`src/rtl/sraa_encoder_sequencer_if.sv`:
```
// Handshake and SRAA control bundle between the encoder sequencer and its neighbours.
// The systematic-output pair exists only when SRAA_SYSTEMATIC_OUT_EN is defined.
interface sraa_encoder_sequencer_if #(
  parameter int unsigned ADDR_W = 2
) ();
  logic              start;
  logic              info_valid;
  logic              info_bit_in;
  logic              info_ready;
  logic [ADDR_W-1:0] gen_addr;
  logic              load_shift_reg;
  logic              shift_en;
  logic              load_reg;
  logic              sraa_clear;
  logic              info_bit;
  logic              busy;
  logic              parity_valid;
  logic              parity_ready;
`ifdef SRAA_SYSTEMATIC_OUT_EN
  logic              sys_valid;
  logic              sys_bit;

  modport master (
    input  start, info_valid, info_bit_in, parity_ready,
    output info_ready, gen_addr, load_shift_reg, shift_en, load_reg, sraa_clear, info_bit,
           busy, parity_valid, sys_valid, sys_bit
  );

  modport slave (
    output start, info_valid, info_bit_in, parity_ready,
    input  info_ready, gen_addr, load_shift_reg, shift_en, load_reg, sraa_clear, info_bit,
           busy, parity_valid, sys_valid, sys_bit
  );
`else
  modport master (
    input  start, info_valid, info_bit_in, parity_ready,
    output info_ready, gen_addr, load_shift_reg, shift_en, load_reg, sraa_clear, info_bit,
           busy, parity_valid
  );

  modport slave (
    output start, info_valid, info_bit_in, parity_ready,
    input  info_ready, gen_addr, load_shift_reg, shift_en, load_reg, sraa_clear, info_bit,
           busy, parity_valid
  );
`endif
endinterface

```
`src/rtl/sraa_encoder_sequencer.sv`:
```
// Sequencer feeding the QC-LDPC SRAA unit: frames NUM_INFO_CIRC blocks of CIRC_SIZE info bits.
// Optional feature macro: SRAA_SYSTEMATIC_OUT_EN (adds sys_valid/sys_bit to the interface).
module sraa_encoder_sequencer #(
  parameter int unsigned CIRC_SIZE     = 88,
  parameter int unsigned NUM_INFO_CIRC = 4,
  parameter int unsigned ADDR_W        = 2
) (
  input logic                      clk,
  input logic                      clear,
  sraa_encoder_sequencer_if.master bus
);

  localparam int unsigned BitW = (CIRC_SIZE > 1) ? $clog2(CIRC_SIZE) : 1;

  if (ADDR_W < $clog2(NUM_INFO_CIRC)) begin : gen_addr_w_check
    $error("ADDR_W too narrow for NUM_INFO_CIRC");
  end

  typedef enum logic [2:0] {
    StIdle,
    StClr,
    StLoad,
    StAcc,
    StDrain,
    StDone
  } state_e;

  state_e            state_q, state_d;
  logic [ADDR_W-1:0] blk_cnt_q, blk_cnt_d;
  logic [BitW-1:0]   bit_cnt_q, bit_cnt_d;
  logic              pend_q, pend_d;
  logic              info_bit_q, info_bit_d;

  logic accept;
  logic last_bit;
  logic last_blk;

  assign accept   = (state_q == StAcc) && bus.info_valid;
  assign last_bit = (bit_cnt_q == BitW'(CIRC_SIZE - 1));
  assign last_blk = (blk_cnt_q == ADDR_W'(NUM_INFO_CIRC - 1));

  always_ff @(posedge clk) begin
    if (clear) begin
      state_q    <= StIdle;
      blk_cnt_q  <= '0;
      bit_cnt_q  <= '0;
      pend_q     <= 1'b0;
      info_bit_q <= 1'b0;
    end else begin
      state_q    <= state_d;
      blk_cnt_q  <= blk_cnt_d;
      bit_cnt_q  <= bit_cnt_d;
      pend_q     <= pend_d;
      info_bit_q <= info_bit_d;
    end
  end

  // bit_cnt counts accepted bits so the block exit is decided on the accepting edge itself.
  always_comb begin
    state_d    = state_q;
    blk_cnt_d  = blk_cnt_q;
    bit_cnt_d  = bit_cnt_q;
    pend_d     = accept;
    info_bit_d = accept ? bus.info_bit_in : info_bit_q;

    unique case (state_q)
      StIdle: begin
        if (bus.start) state_d = StClr;
      end
      StClr: begin
        blk_cnt_d = '0;
        state_d   = StLoad;
      end
      StLoad: begin
        bit_cnt_d = '0;
        state_d   = StAcc;
      end
      StAcc: begin
        if (accept) begin
          bit_cnt_d = bit_cnt_q + 1'b1;
          if (last_bit) begin
            if (last_blk) begin
              state_d = StDrain;
            end else begin
              blk_cnt_d = blk_cnt_q + 1'b1;
              state_d   = StLoad;
            end
          end
        end
      end
      StDrain: begin
        state_d = StDone;
      end
      StDone: begin
        if (bus.parity_ready) state_d = StIdle;
      end
      default: begin
        state_d = StIdle;
      end
    endcase
  end

  // The final bit of a block retires during the next block's LOAD cycle; the accumulator
  // still sees the old circulant row because the reload only lands at the end of that cycle.
  assign bus.info_ready     = (state_q == StAcc);
  assign bus.gen_addr       = blk_cnt_q;
  assign bus.load_shift_reg = (state_q == StLoad);
  assign bus.shift_en       = pend_q;
  assign bus.load_reg       = pend_q;
  assign bus.sraa_clear     = (state_q == StClr);
  assign bus.info_bit       = info_bit_q;
  assign bus.busy           = (state_q != StIdle);
  assign bus.parity_valid   = (state_q == StDone);

`ifdef SRAA_SYSTEMATIC_OUT_EN
  assign bus.sys_valid = pend_q;
  assign bus.sys_bit   = info_bit_q;
`else
  // No systematic outputs in this build.
`endif

endmodule
```
`src/flat_wrapper.sv`:
```
// flat-port wrapper written by rule: the top's interface ports become plain ports
module sraa_encoder_sequencer_flat 
#(
  parameter int unsigned CIRC_SIZE     = 88,
  parameter int unsigned NUM_INFO_CIRC = 4,
  parameter int unsigned ADDR_W        = 2
)
  (clk, clear, bus_start, bus_info_valid, bus_info_bit_in, bus_parity_ready, bus_info_ready, bus_gen_addr, bus_load_shift_reg, bus_shift_en, bus_load_reg, bus_sraa_clear, bus_info_bit, bus_busy, bus_parity_valid);
  sraa_encoder_sequencer_if #(.ADDR_W(ADDR_W)) bus_i ();
  input logic clk;
  input logic clear;
  input wire logic [$bits(bus_i.start)-1:0] bus_start;
  input wire logic [$bits(bus_i.info_valid)-1:0] bus_info_valid;
  input wire logic [$bits(bus_i.info_bit_in)-1:0] bus_info_bit_in;
  input wire logic [$bits(bus_i.parity_ready)-1:0] bus_parity_ready;
  output wire logic [$bits(bus_i.info_ready)-1:0] bus_info_ready;
  output wire logic [$bits(bus_i.gen_addr)-1:0] bus_gen_addr;
  output wire logic [$bits(bus_i.load_shift_reg)-1:0] bus_load_shift_reg;
  output wire logic [$bits(bus_i.shift_en)-1:0] bus_shift_en;
  output wire logic [$bits(bus_i.load_reg)-1:0] bus_load_reg;
  output wire logic [$bits(bus_i.sraa_clear)-1:0] bus_sraa_clear;
  output wire logic [$bits(bus_i.info_bit)-1:0] bus_info_bit;
  output wire logic [$bits(bus_i.busy)-1:0] bus_busy;
  output wire logic [$bits(bus_i.parity_valid)-1:0] bus_parity_valid;
  assign bus_i.start = bus_start;
  assign bus_i.info_valid = bus_info_valid;
  assign bus_i.info_bit_in = bus_info_bit_in;
  assign bus_i.parity_ready = bus_parity_ready;
  assign bus_info_ready = bus_i.info_ready;
  assign bus_gen_addr = bus_i.gen_addr;
  assign bus_load_shift_reg = bus_i.load_shift_reg;
  assign bus_shift_en = bus_i.shift_en;
  assign bus_load_reg = bus_i.load_reg;
  assign bus_sraa_clear = bus_i.sraa_clear;
  assign bus_info_bit = bus_i.info_bit;
  assign bus_busy = bus_i.busy;
  assign bus_parity_valid = bus_i.parity_valid;
  sraa_encoder_sequencer #(.CIRC_SIZE(CIRC_SIZE), .NUM_INFO_CIRC(NUM_INFO_CIRC), .ADDR_W(ADDR_W)) u_core (.clk(clk), .clear(clear), .bus(bus_i));
endmodule
```
`config.mk`:
```
export PLATFORM = sky130hd
export DESIGN_NAME = sraa_encoder_sequencer_flat
export DESIGN_NICKNAME = d
export VERILOG_FILES = /design/src/rtl/sraa_encoder_sequencer_if.sv /design/src/rtl/sraa_encoder_sequencer.sv /design/src/flat_wrapper.sv
export SDC_FILE = /design/constraint.sdc
export NUM_CORES = 1
export LEC_CHECK = 0
export ABC_AREA = 0
export CORE_UTILIZATION = 35
export CTS_BUF_LIST = sky130_fd_sc_hd__clkbuf_16
export DETAILED_ROUTE_END_ITERATION = 12
export HOLD_SLACK_MARGIN = 0.08
export PLACE_DENSITY = 0.62
export SYNTH_ARGS = -nofsm -noshare
export SYNTH_HDL_FRONTEND = slang
export SYNTH_SLANG_ARGS = --single-unit
```
`constraint.sdc`:
```
create_clock -name clk -period 1.8 [get_ports clk]
set_input_delay 0.45 -clock clk [delete_from_list [all_inputs] [get_ports clk]]
set_output_delay 0.45 -clock clk [all_outputs]
set_load 0.02 [all_outputs]
```
==> impl_metrics.tcl <==
set metrics [dict create \
    yosys_warnings 0 \
    layout_commonest_cell "dfxtp_1" \
    grt_start_max_net_pins 17 \
    ant_nets 0 \
    path_buf_inv 1 \
    grt_setup_unrepaired "no" \
    timing.hold.worst.start "u_core.bus.info_bit" \
    synth-seq-cells 14 \
    grt_pass1_vias 795 \
    drv_slew 0 \
    critical_path_cell_by_cell "clkdlybuf4s50_1" \
    cap_violations 0 \
    run_status "finished, final reports clean" \
    internal_power_w 0.000733 \
    avgViaCountPerCell 5.39 \
    placement.io_buffers 15 \
    clk_pin_slew_worst_paths_ps 50 \
    drt_drc_violations_left 0 \
    place.detailed.hpwl_mm 1.35 \
    worst-r2r-setup-slack_ps 320 \
    syn_nets 103 \
    timing.final.setup_violations 0 \
    async_reset_ff_share_pct 0 \
    power.sequential.fraction_pct 32.9 \
    slew_headroom_pct 72.5 \
    final_core_util_pct 50.3 \
    hold_buffers 0 \
    first_iter_violations 10 \
    worstHoldPathType "register to register" \
    synth_area_per_cell_um2 8.59 \
    post-route-min-period_ps 1730 \
    highest_count_cells_in_the_layout_ignoring_fill_and_taps "dfxtp_1 (14), buf_4 (11), clkdlybuf4s50_1 (10)" \
    critical_path_class "register to output port" \
    regMostFlops "u_core.bit_cnt_q" \
    area_delta_synth_final_pct 36.4 \
    timing.critical_path.max_delay_family "buffers and inverters" \
    critical_path_launch_point_type "register" \
    total_leakage_power_nw 0.404 \
    congestion_overflow_gr 0 \
    netSwitchingPower_w 0.000274 \
    cts-buffers-inserted 3 \
    postSynth.topFlopCell "dfxtp_1" \
    synth.cell_area_um2 816 \
    power.density_cell_area_nw_per_um2 905 \
    critPathCaptureType "output port" \
    grt_usage_pct 17.2 \
    worst_skew_pair.late_latency_ps 240 \
    overall_die_width_um 50.3 \
    worstMarginPinSlew_ps 411 \
    finish.cell_count_without_fillers 147 \
    post-route-period-util_pct 96.0 \
    clock.fmax_mhz 579 \
    reg2reg_to "u_core.bit_cnt_q[3]" \
    grt_pass1_wl_mm 3.33 \
    switching_fraction_of_total_power_pct 27.2 \
    tritoncts_clock_tree "done" \
    whs_ps 469 \
    cell_depth_of_the_worst_flop_to_flop_path 4 \
    maximum_vdd_drop_v 0.000790 \
    routed_wire_length_mm 1.88 \
    worst_ep_arrival_time_ps 1280 \
    postCtsSetupRepairBufs 0 \
    crit_required_ps 1350 \
    firstDrtPassIters 4 \
    largest_register_ff_count 7 \
    cts.path.max_buffers 2 \
    finalWeightedCongestion 0.766 \
    antennaDiodeCount 0 \
    final_layout_size_suffix_gt1_share_pct 15.1 \
    h-tree-depth 1 \
    route.detailed.wl_per_inst_um 12.8 \
    hold_viol 0 \
    worstHoldEndpoint "u_core.bus.info_bit" \
    worst_r2r_startpoint "u_core.state_q[2]" \
    initial_antenna_violation_count 0 \
    crit_path_max_incr_delay_ps 640 \
    power.clock.fraction_pct 41.9 \
    layout.nets 128 \
    num_rows 17 \
    largest_driver_fanout_on_the_critical_path 5 \
    floorplan.initialDensity_pct 36.9 \
    die-area_um2 2530 \
    die_h_um 50.3 \
    synth_seq_area_share_pct 34.4 \
    comb_power_share_pct 25.1 \
    cts_root_buf "clkbuf_16" \
    timing.critical_path.slowest_stage_cell "clkdlybuf4s50_1" \
    via_count 793 \
    post_cts_resize_count 9 \
    hold_path_depth 2 \
    io_pins 16 \
    synth_edf_count 0 \
    floorplan.core_area_um2 2210 \
    cts.sink_count 14 \
    placedCellCount 143 \
    skew_ps 1.97 \
    synth_cell_type_count 38 \
    postSynthCellCount 95 \
]
[how the worst max path moves through the flow]
stage / start / endpoint / slack, ps / depth (start not counted)
after floorplan: u_core.state_q[0] / bus_sraa_clear / 270 / 2
after global placement: u_core.state_q[2] / bus_load_shift_reg / -50 / 3
after detailed placement: u_core.state_q[1] / bus_load_shift_reg / -70 / 3
after CTS: u_core.state_q[1] / bus_load_shift_reg / 10 / 3
after global routing: u_core.state_q[0] / bus_sraa_clear / 3 / 3
final: u_core.bus.gen_addr[0] / bus_gen_addr[0] / 70 / 1
[stage by stage]
stage / TNS (ps) / area (um^2) / worst slack, ps / total power [W]
after floorplan: 0 / 816 / 269 / 0.000503
after global placement: -86.8 / 1050 / -53.5 / 0.000604
after detailed placement: -109 / 1050 / -73.0 / 0.000607
after CTS: 0 / 1120 / 11.3 / 0.00102
after global routing: 0 / 1110 / 3.48 / 0.00106
final: 0 / 1110 / 72.8 / 0.00101
[metal layers]
metal	vias up	part of all wire, %	wire [um]	GRT usage (%)
li1	410	-	-	-
met1	371	47	880	20.8
met2	10	50	932	29.8
met5	-	0	0	0
met4	0	0.48	9	2.86
met3	2	3.2	60	5.45
[final cells by class]
type / instances / area [um^2]
multi-input combinational: 72 / 487
clock inverter: 1 / 3.75
sequential: 14 / 280
inverter: 3 / 11.3
fill: 231 / 1100
timing repair buffer: 26 / 220
clock buffer: 3 / 75.1
tap: 28 / 35.0
[cell usage after synthesis (2+ instances only)]
master / number / share of area [%]
nand2b_1: 4 / 3.1
inv_1: 2 / 0.92
a21oi_1: 6 / 3.7
nand2_1: 5 / 2.3
or3b_1: 2 / 2.1
o21ai_0: 6 / 3.7
o31ai_1: 2 / 1.8
mux2i_1: 2 / 2.5
or3_1: 3 / 2.3
ha_1: 2 / 3.1
nand3b_1: 5 / 4.6
nand3_1: 5 / 3.1
nor2_1: 3 / 1.4
or4_1: 3 / 2.8
nor3b_1: 2 / 1.8
o211ai_1: 2 / 1.8
buf_2: 3 / 1.8
nand4b_1: 2 / 2.1
nor4_1: 3 / 2.3
nor2b_1: 2 / 1.5
dfxtp_1: 14 / 34
[logic make-up after synthesis]
| kind of cell | Yosys count | share of synthesized area (%) |
|---|---|---|
| buffers and inverters | 9 | 5.98 |
| DFF | 14 | 34.4 |
| muxes | 2 | 2.45 |
| and+or+nand+nor | 43 | 33.7 |
| AOI/OAI and AO/OA | 25 | 20.4 |
| adders and majority gates | 2 | 3.07 |
[power by group through the flow]
stage | Clock, W | Combinational [W] | Sequential [W]
2_1_floorplan | 0 | 0.000159 | 0.000343
3_3_place_gp | 0 | 0.000267 | 0.000337
3_5_place_dp | 0 | 0.000270 | 0.000338
4_1_cts | 0.000428 | 0.000262 | 0.000332
5_1_grt | 0.000446 | 0.000278 | 0.000333
6_report | 0.000422 | 0.000253 | 0.000331
No activity file was read; power rests on OpenSTA's default activity.
